`src/rtl/csa_acc_pkg.sv`:
```
// Shared types and elaboration helpers for the carry-save batch accumulator.
package csa_acc_pkg;

  typedef enum logic [1:0] {IDLE, ACCUM, RESOLVE, DONE} state_t;

  function automatic int clog2(input int v);
    int r;
    r = 0;
    for (int i = 0; i < 31; i++)
      if ((1 << i) < v) r = i + 1;
    return r;
  endfunction

  function automatic int ceil_div(input int a, input int b);
    return (a + b - 1) / b;
  endfunction

endpackage

```
`src/rtl/csa_acc_if.sv`:
```
// Operand stream, result handshake and flush for csa_accumulator.
interface csa_acc_if import csa_acc_pkg::*; #(
  parameter int N       = 32,
  parameter int MAX_OPS = 8
) ();
  localparam int G = clog2(MAX_OPS);
  localparam int W = N + G;

  logic         flush;
  logic         in_valid;
  logic         in_ready;
  logic [N-1:0] in_data;
  logic         in_last;
  logic         out_valid;
  logic         out_ready;
  logic [W-1:0] out_sum;
  logic [G:0]   out_count;
  logic         out_ovf;

  modport master (
    output flush, in_valid, in_data, in_last, out_ready,
    input  in_ready, out_valid, out_sum, out_count, out_ovf
  );

  modport slave (
    input  flush, in_valid, in_data, in_last, out_ready,
    output in_ready, out_valid, out_sum, out_count, out_ovf
  );
endinterface

```
`src/rtl/csa_row.sv`:
```
// One row of full-adder 3:2 cells: bitwise sum and majority, no carry ripple.
module csa_row #(
  parameter int W = 8
) (
  input  logic [W-1:0] a,
  input  logic [W-1:0] b,
  input  logic [W-1:0] c,
  output logic [W-1:0] s,
  output logic [W-1:0] maj
);
  for (genvar i = 0; i < W; i++) begin : g_fa
    assign s[i]   = a[i] ^ b[i] ^ c[i];
    assign maj[i] = (a[i] & b[i]) | (a[i] & c[i]) | (b[i] & c[i]);
  end
endmodule

```
`src/rtl/csa_accumulator.sv`:
```
// Batch accumulator: carry-save compression per operand, then a chunked
// carry-propagate resolve. Define CSA_ACC_SIGNED_EN for two's-complement operands.
module csa_accumulator import csa_acc_pkg::*; #(
  parameter int N       = 32,
  parameter int MAX_OPS = 8,
  parameter int CHUNK   = 8
) (
  input  logic      clk,
  input  logic      rst_n,
  csa_acc_if.slave  bus
);
  localparam int G  = clog2(MAX_OPS);
  localparam int W  = N + G;
  localparam int R  = ceil_div(W, CHUNK);
  localparam int RC = R * CHUNK;
  localparam int IW = clog2(R + 1);

  state_t         state;
  logic [W-1:0]   s_q, c_q, x, s_nx, maj, c_nx;
  logic [G:0]     cnt_q, cnt_nx;
  logic [RC-1:0]  sum_q, sum_nx;
  logic [CHUNK-1:0] s_lo, c_lo;
  logic [CHUNK:0] part;
  logic [IW-1:0]  idx_q;
  logic           cy_q, ovf_q, in_ready_q, out_valid_q;
  logic           acc, close;

`ifdef CSA_ACC_SIGNED_EN
  assign x = {{G{bus.in_data[N-1]}}, bus.in_data};
`else
  assign x = {{G{1'b0}}, bus.in_data};
`endif

  csa_row #(.W(W)) u_row (
    .a  (s_q),
    .b  (c_q),
    .c  (x),
    .s  (s_nx),
    .maj(maj)
  );

  // Carry word moves up one bit; the carry out of the MSB falls off.
  assign c_nx   = W'({maj, 1'b0});
  assign acc    = bus.in_valid && in_ready_q && !bus.flush;
  assign cnt_nx = cnt_q + 1'b1;
  assign close  = bus.in_last || (cnt_nx == (G+1)'(MAX_OPS));

  // Resolver consumes the low chunk of S/C each cycle and shifts the
  // finished chunk in from the top, so chunk 0 lands at bit 0 after R steps.
  assign s_lo   = CHUNK'(s_q);
  assign c_lo   = CHUNK'(c_q);
  assign part   = {1'b0, s_lo} + {1'b0, c_lo} + (CHUNK+1)'(cy_q);
  assign sum_nx = (sum_q >> CHUNK) | (RC'(part[CHUNK-1:0]) << (RC - CHUNK));

  always_ff @(posedge clk or negedge rst_n) begin
    if (!rst_n) begin
      state       <= IDLE;
      s_q         <= '0;
      c_q         <= '0;
      cnt_q       <= '0;
      sum_q       <= '0;
      idx_q       <= '0;
      cy_q        <= 1'b0;
      ovf_q       <= 1'b0;
      in_ready_q  <= 1'b0;
      out_valid_q <= 1'b0;
    end else if (bus.flush) begin
      state       <= IDLE;
      s_q         <= '0;
      c_q         <= '0;
      cnt_q       <= '0;
      idx_q       <= '0;
      cy_q        <= 1'b0;
      in_ready_q  <= 1'b1;
      out_valid_q <= 1'b0;
    end else begin
      case (state)
        IDLE, ACCUM: begin
          in_ready_q <= 1'b1;
          if (acc) begin
            s_q   <= s_nx;
            c_q   <= c_nx;
            cnt_q <= cnt_nx;
            if (close) begin
              state      <= RESOLVE;
              in_ready_q <= 1'b0;
              ovf_q      <= !bus.in_last;
              idx_q      <= '0;
              cy_q       <= 1'b0;
            end else begin
              state <= ACCUM;
            end
          end
        end
        RESOLVE: begin
          sum_q <= sum_nx;
          s_q   <= s_q >> CHUNK;
          c_q   <= c_q >> CHUNK;
          cy_q  <= part[CHUNK];
          idx_q <= idx_q + 1'b1;
          if (idx_q == IW'(R - 1)) begin
            state       <= DONE;
            out_valid_q <= 1'b1;
          end
        end
        DONE: begin
          if (bus.out_ready) begin
            state       <= IDLE;
            s_q         <= '0;
            c_q         <= '0;
            cnt_q       <= '0;
            out_valid_q <= 1'b0;
            in_ready_q  <= 1'b1;
          end
        end
        default: state <= IDLE;
      endcase
    end
  end

  assign bus.in_ready  = in_ready_q;
  assign bus.out_valid = out_valid_q;
  assign bus.out_sum   = W'(sum_q);
  assign bus.out_count = cnt_q;
  assign bus.out_ovf   = ovf_q;

endmodule
```
`src/flat_wrapper.sv`:
```
// flat-port wrapper written by rule: the top's interface ports become plain ports
module csa_accumulator_flat import csa_acc_pkg::*;
#(
  parameter int N       = 32,
  parameter int MAX_OPS = 8,
  parameter int CHUNK   = 8
)
  (clk, rst_n, bus_flush, bus_in_valid, bus_in_data, bus_in_last, bus_out_ready, bus_in_ready, bus_out_valid, bus_out_sum, bus_out_count, bus_out_ovf);
  csa_acc_if #(.N(N), .MAX_OPS(MAX_OPS)) bus_i ();
  input  logic clk;
  input  logic rst_n;
  input wire logic [$bits(bus_i.flush)-1:0] bus_flush;
  input wire logic [$bits(bus_i.in_valid)-1:0] bus_in_valid;
  input wire logic [$bits(bus_i.in_data)-1:0] bus_in_data;
  input wire logic [$bits(bus_i.in_last)-1:0] bus_in_last;
  input wire logic [$bits(bus_i.out_ready)-1:0] bus_out_ready;
  output wire logic [$bits(bus_i.in_ready)-1:0] bus_in_ready;
  output wire logic [$bits(bus_i.out_valid)-1:0] bus_out_valid;
  output wire logic [$bits(bus_i.out_sum)-1:0] bus_out_sum;
  output wire logic [$bits(bus_i.out_count)-1:0] bus_out_count;
  output wire logic [$bits(bus_i.out_ovf)-1:0] bus_out_ovf;
  assign bus_i.flush = bus_flush;
  assign bus_i.in_valid = bus_in_valid;
  assign bus_i.in_data = bus_in_data;
  assign bus_i.in_last = bus_in_last;
  assign bus_i.out_ready = bus_out_ready;
  assign bus_in_ready = bus_i.in_ready;
  assign bus_out_valid = bus_i.out_valid;
  assign bus_out_sum = bus_i.out_sum;
  assign bus_out_count = bus_i.out_count;
  assign bus_out_ovf = bus_i.out_ovf;
  csa_accumulator #(.N(N), .MAX_OPS(MAX_OPS), .CHUNK(CHUNK)) u_core (.clk(clk), .rst_n(rst_n), .bus(bus_i));
endmodule
```
`config.mk`:
```
export PLATFORM = sky130hd
export DESIGN_NAME = csa_accumulator_flat
export DESIGN_NICKNAME = d
export VERILOG_FILES = /design/src/rtl/csa_acc_pkg.sv /design/src/rtl/csa_acc_if.sv /design/src/rtl/csa_row.sv /design/src/rtl/csa_accumulator.sv /design/src/flat_wrapper.sv
export SDC_FILE = /design/constraint.sdc
export NUM_CORES = 1
export LEC_CHECK = 0
export CORE_ASPECT_RATIO = 1.2
export CORE_MARGIN = 2
export CORE_UTILIZATION = 40
export DETAILED_ROUTE_END_ITERATION = 10
export PLACE_DENSITY_LB_ADDON = 0.15
export SLEW_MARGIN = 10
export SYNTH_ARGS = -nofsm -noshare
export SYNTH_HDL_FRONTEND = slang
export SYNTH_HIERARCHICAL = 1
export SYNTH_SLANG_ARGS = --single-unit
```
`constraint.sdc`:
```
create_clock -name clk -period 3.7 [get_ports clk]
set_clock_uncertainty 0.2 [all_clocks]
set_input_delay 0.555 -clock clk [delete_from_list [all_inputs] [get_ports clk]]
set_output_delay 0.555 -clock clk [all_outputs]
set_load 0.05 [all_outputs]
```
Word level (Yosys, flattened, before mapping)
Index checks and enable logic that the tools add are counted.
{"block": "totals", "regBits": 123, "inputBits": 38}
{"block": "classes", "n_mux": 34, "n_eq_ne": 9, "bitwise_logic": 231, "add_sub_neg": 4, "reduce_logical": 18}
{"op": "one-hot mux 35 bit (3 select lines)", "count": 2}
{"op": "two-way mux 35 bit", "count": 5}
{"op": "bitwise AND 1 bit", "count": 98}
{"op": "XOR 1 bit", "count": 67}
{"op": "bitwise OR 1 bit", "count": 64}
{"op": "bitwise OR 32 x 40 -> 40 bit", "count": 1}
{"op": "two-way mux 4 bit", "count": 3}
{"op": "AND reduction 3 bit", "count": 4}
{"op": "two-way mux 1 bit", "count": 10}
{"op": "two-way mux 2 bit", "count": 5}
{"op": "adder 8 x 8 -> 9 bit", "count": 1}
{"op": "adder 9 x 1 -> 9 bit", "count": 1}
{"op": "two-way mux 3 bit", "count": 3}
{"op": "inequality test 3 x 2 -> 1 bit (second input constant)", "count": 3}
{"op": "nonzero test 3 bit", "count": 3}
{"op": "one-hot mux 4 bit (2 select lines)", "count": 1}
{"op": "one-hot mux 1 bit (2 select lines)", "count": 3}
{"op": "one-hot mux 2 bit (3 select lines)", "count": 1}
{"op": "one-hot mux 3 bit (2 select lines)", "count": 1}
{"op": "AND reduction 2 bit", "count": 3}
{"op": "adder 4 x 1 -> 4 bit (second input constant)", "count": 1}
{"op": "equality test 2 bit (second input constant)", "count": 2}
{"op": "equality test 4 bit (second input constant)", "count": 1}
{"op": "AND reduction 4 bit", "count": 1}
{"op": "10 further kinds", "count": 12}

Depth between registers and ports, before layout
{"block": "depth", "word_depth": 7, "ltp_mapped": 9, "mapped_depth_nobuf": 9}

Hierarchy
Netlist, hierarchy kept.
{"module": "csa_accumulator", "cells_per_inst": 637, "area_per_inst_um2": 5983.2, "instances": 1}
{"module": "csa_row", "cells_per_inst": 35, "area_per_inst_um2": 700.7, "instances": 1}

Least setup slack after synthesis
OpenSTA, ideal clock, no wires.
{"block": "synth_path", "kind": "register to register", "start": "register u_core.s_q[0]", "end": "register u_core.cy_q", "slack_ns": 1.499, "arrival_ns": 1.880, "stages_incl_launch_ff": 10, "path_cell_list": "dfrtp_1 -> inv_1 -> fa_1 -> inv_1 -> fa_1 -> a211oi_1 -> o21bai_1 -> o311a_1 -> nor2_1 -> o2bb2ai_1"}
{"block": "synth_between", "elab_chain_len": 4}
{"element": "start: declaration", "line": "csa_accumulator.sv:19", "text": "logic [W-1:0] s_q, c_q, x, s_nx, maj, c_nx;"}
{"element": "start signal: assignment", "line": "csa_accumulator.sv:81", "text": "s_q <= s_nx;"}
{"element": "start signal: assignment", "line": "csa_accumulator.sv:97", "text": "s_q <= s_q >> CHUNK;"}
{"element": "adder 8 x 8 -> 9 bit", "line": "csa_accumulator.sv:52", "text": "assign part = {1'b0, s_lo} + {1'b0, c_lo} + (CHUNK+1)'(cy_q);"}
{"element": "adder 9 x 1 -> 9 bit", "line": "csa_accumulator.sv:52"}
{"element": "one-hot mux 1 bit (2 select lines)", "line": "csa_accumulator.sv:77", "text": "case (state)"}
{"element": "two-way mux 1 bit", "line": "csa_accumulator.sv:67", "text": "end else if (bus.flush) begin"}
{"element": "end signal: assignment", "line": "csa_accumulator.sv:99", "text": "cy_q <= part[CHUNK];"}
{"element": "end: declaration", "line": "csa_accumulator.sv:25", "text": "logic cy_q, ovf_q, in_ready_q, out_valid_q;"}
No other way between the ends.
A chain may end at the register's enable or synchronous reset.

Final worst setup path
Ends and elaborated chain as after synthesis.

==> results.cfg <==
[floorplan]
die_h_um = 146
die-area_um2 = 17800
rows = 51
start_util_pct = 41.1
die_width_um = 122
coreArea_um2 = 16300
io_pins = 80

[sta]
setup_viol_count_final = 0
max_slew_margin_pct = 34.3
timing.final.ws_setup_ns = 1.14
report.final.slew_viol_count = 0
rsz0062_at_grt = false
period_share_pct = 69.2
tightest_slew_ns = 0.985
fin_tns_setup_ns = 0
timing.hold.ws_ns = 0.0525
fmax_mhz = 391
fin_crit_ns = 2.56
final_hold_viol_count = 0

[clock_tree]
cts_tree = built
numClockSinks = 123
cts_buffer_depth = 2
clkTransAtPathRegs_ns = 0.05
postCtsResizedCells = 0
insertion_delay_ns = 0.41
cts_buffers = 17
hold_buffers = 0
postCtsSetupBuffers = 0
root_buffer = clkbuf_16
htree_levels = 4

[setup_path]
critical_path_required_ns = 3.77
worst-path-max-fanout = 3
end_kind = register
max_stage_delay_ns = 0.42
path_delay_family = compound AO/OA/AOI/OAI gates
r2r_setup_slack_ns = 1.14
arrival_ns = 2.63
worstSetupStartpointType = register
crit_buf_inv = 2
r2r_cells = 9
rr_startpoint = u_core/s_q[0]
crit_type = register to register
r2r_end = u_core/cy_q
critPathSlowestCell = fa_1
crit_chain = inv_1 -> fa_1 -> inv_1 -> fa_1 -> a211oi_1 -> o21bai_1 -> o311a_1 -> nor2_1 -> o2bb2ai_1

[synthesis]
synth_top_cell_by_area = dfrtp_1
ys.flop_type = dfrtp_1
yosysSeqAreaShare_pct = 46.1
syn_inst = 672
synth-seq-cells = 123
synth-edff-count = 0
yosysTopAreaCellShare_pct = 46.1
async_flop_share_pct = 100
netlist_area_um2 = 6680
synthTopCellsByArea = dfrtp_1, fa_1, nand2_1
synthDistinctLibCells = 44
synth.avg_cell_area_um2 = 9.95
yosysWarningCount = 6

[placement]
post-place-ws_ns = 0.979
dpl_cell_area_um2 = 7490
dp.cells = 906
port_buffers = 79
gp_congestion = 0.781
dp_hpwl_um = 10100

[status]
status = finished, final reports clean

[detailed_routing]
firstDrtPassIters = 4
wl_per_cell_um = 15.9
num_vias = 4858
drt_iter0_drc = 423
viasPerCell = 5.18
routed_wl_um = 14900
drt.antenna.violating_nets = 0
drc = 0

[finish]
design_area_um2 = 8110
post-route-util_pct = 49.8
area_delta_synth_final_pct = 21.3
multi_input_area_um2 = 3200
layout.cells.non_filler = 938
num-fill-cells = 1501
seq_area_um2 = 3080
nNetsFinal = 798
antenna_cells = 0
drive_above_1_share_pct = 7.02

[global_routing]
grt_pass1_vias = 4938
grt_pass1_wl_um = 25500
grt_max_degree = 67
grt_overflow = 0
track_usage_pct = 18.3
grt_antenna_before_repair = 0

[pwr]
power_density_nw_per_um2 = 650
p_leak_nw = 3.68
vdd_drop_max_mv = 0.299
power_mw = 5.27

[flow_run]
drv_cap = 0

[worst_hold_path]
holdCritPathClass = input pin to async pin
## how the worst max path moves through the flow
stage	startpoint	depth (start not counted)	end
after CTS	u_core/s_q[0]	9	u_core/cy_q
final	u_core/s_q[0]	9	u_core/cy_q
after global placement	bus_out_ready	5	u_core/s_q[1]
after global routing	u_core/s_q[0]	9	u_core/cy_q
after detailed placement	bus_out_ready	5	u_core/s_q[17]
after floorplan	u_core/s_q[0]	9	u_core/cy_q
## cell families (layout without fill, tap and decap cells)
kind of cell / after synthesis / in the layout / share of synthesized area [%]
compound gates: 174 / 174 / 17.1
buf+inv: 78 / 130 / 6.57
fa+ha+maj: 47 / 47 / 13.0
flops: 123 / 123 / 46.1
mux: 1 / 1 / 0.168
simple gates: 245 / 245 / 16.7
other cells: 1 / 3 / 0.0561
xor+xnor: 3 / 3 / 0.393
## report_power, final
part | switching, mW | leakage (nW) | internal [mW] | total, mW
Combinational | 1.01 | 1.71 | 0.622 | 1.63
Clock | 0.575 | 0.307 | 1.14 | 1.72
Sequential | 0.283 | 1.66 | 1.63 | 1.91
Total | 1.87 | 3.68 | 3.40 | 5.27
## metal layers
metal | routed length, µm | GRT usage, % | part of all wire (%)
met1 | 6490 | 24.0 | 44
met2 | 7580 | 29.6 | 51
met5 | 0 | 0 | 0
met4 | 196 | 6.32 | 1.3
met3 | 627 | 4.58 | 4.2
## worst reg2reg max path, stage by stage (launching register included)
cell       delay [ns]
dfrtp_1          0.40
inv_1            0.09
fa_1             0.20
inv_1            0.06
fa_1             0.42
a211oi_1         0.32
o21bai_1         0.15
o311a_1          0.31
nor2_1           0.18
o2bb2ai_1        0.10
## state kept, by name (all words and copies together), names as in the netlist
register              count
u_core/bus.in_ready       1
u_core/bus.out_count      4
u_core/bus.out_ovf        1
u_core/bus.out_valid      1
u_core/c_q               35
u_core/cy_q               1
u_core/idx_q              3
u_core/s_q               35
u_core/state              2
u_core/sum_q             40
## cells in the final DEF, fill, tap and decap left out, types with 4 or more instances in the layout
cell / netlist / final
dfrtp_1: 123 / 122
ha_1: 10 / 10
buf_4: 31 / 9
o21ai_0: 15 / 15
inv_1: 7 / 7
nand2_1: 166 / 166
clkdlybuf4s50_1: 0 / 77
nor2b_1: 54 / 53
nor2_1: 7 / 7
a21oi_1: 63 / 63
buf_12: 0 / 4
fa_1: 37 / 37
clkbuf_8: 0 / 5
o31ai_1: 57 / 57
a22o_1: 18 / 18
clkbuf_16: 0 / 17
clkinv_2: 0 / 4
nand2b_1: 4 / 4
## synthesized netlist by cell type, drive strengths merged, types with 3 or more instances
cell	n
nand2	166
dfrtp	123
a21oi	63
o31ai	57
buf	56
nor2b	54
fa	37
a22o	18
o21ai	18
clkbuf	15
ha	10
inv	7
nor2	7
a211oi	4
nand2b	4
nor3	4
nand3b	3
nor3b	3
## layout make-up
| type | count | area share (%) |
|---|---|---|
| multi-input cells | 473 | 39.4 |
| well taps | 212 | 3.27 |
| clock buffers | 25 | 6.24 |
| clock inverters | 7 | 1.36 |
| repair buffers | 91 | 11.4 |
| flip-flops and latches | 123 | 38.0 |
| inverters | 7 | 0.324 |
Power figures use the tool's default switching activity.
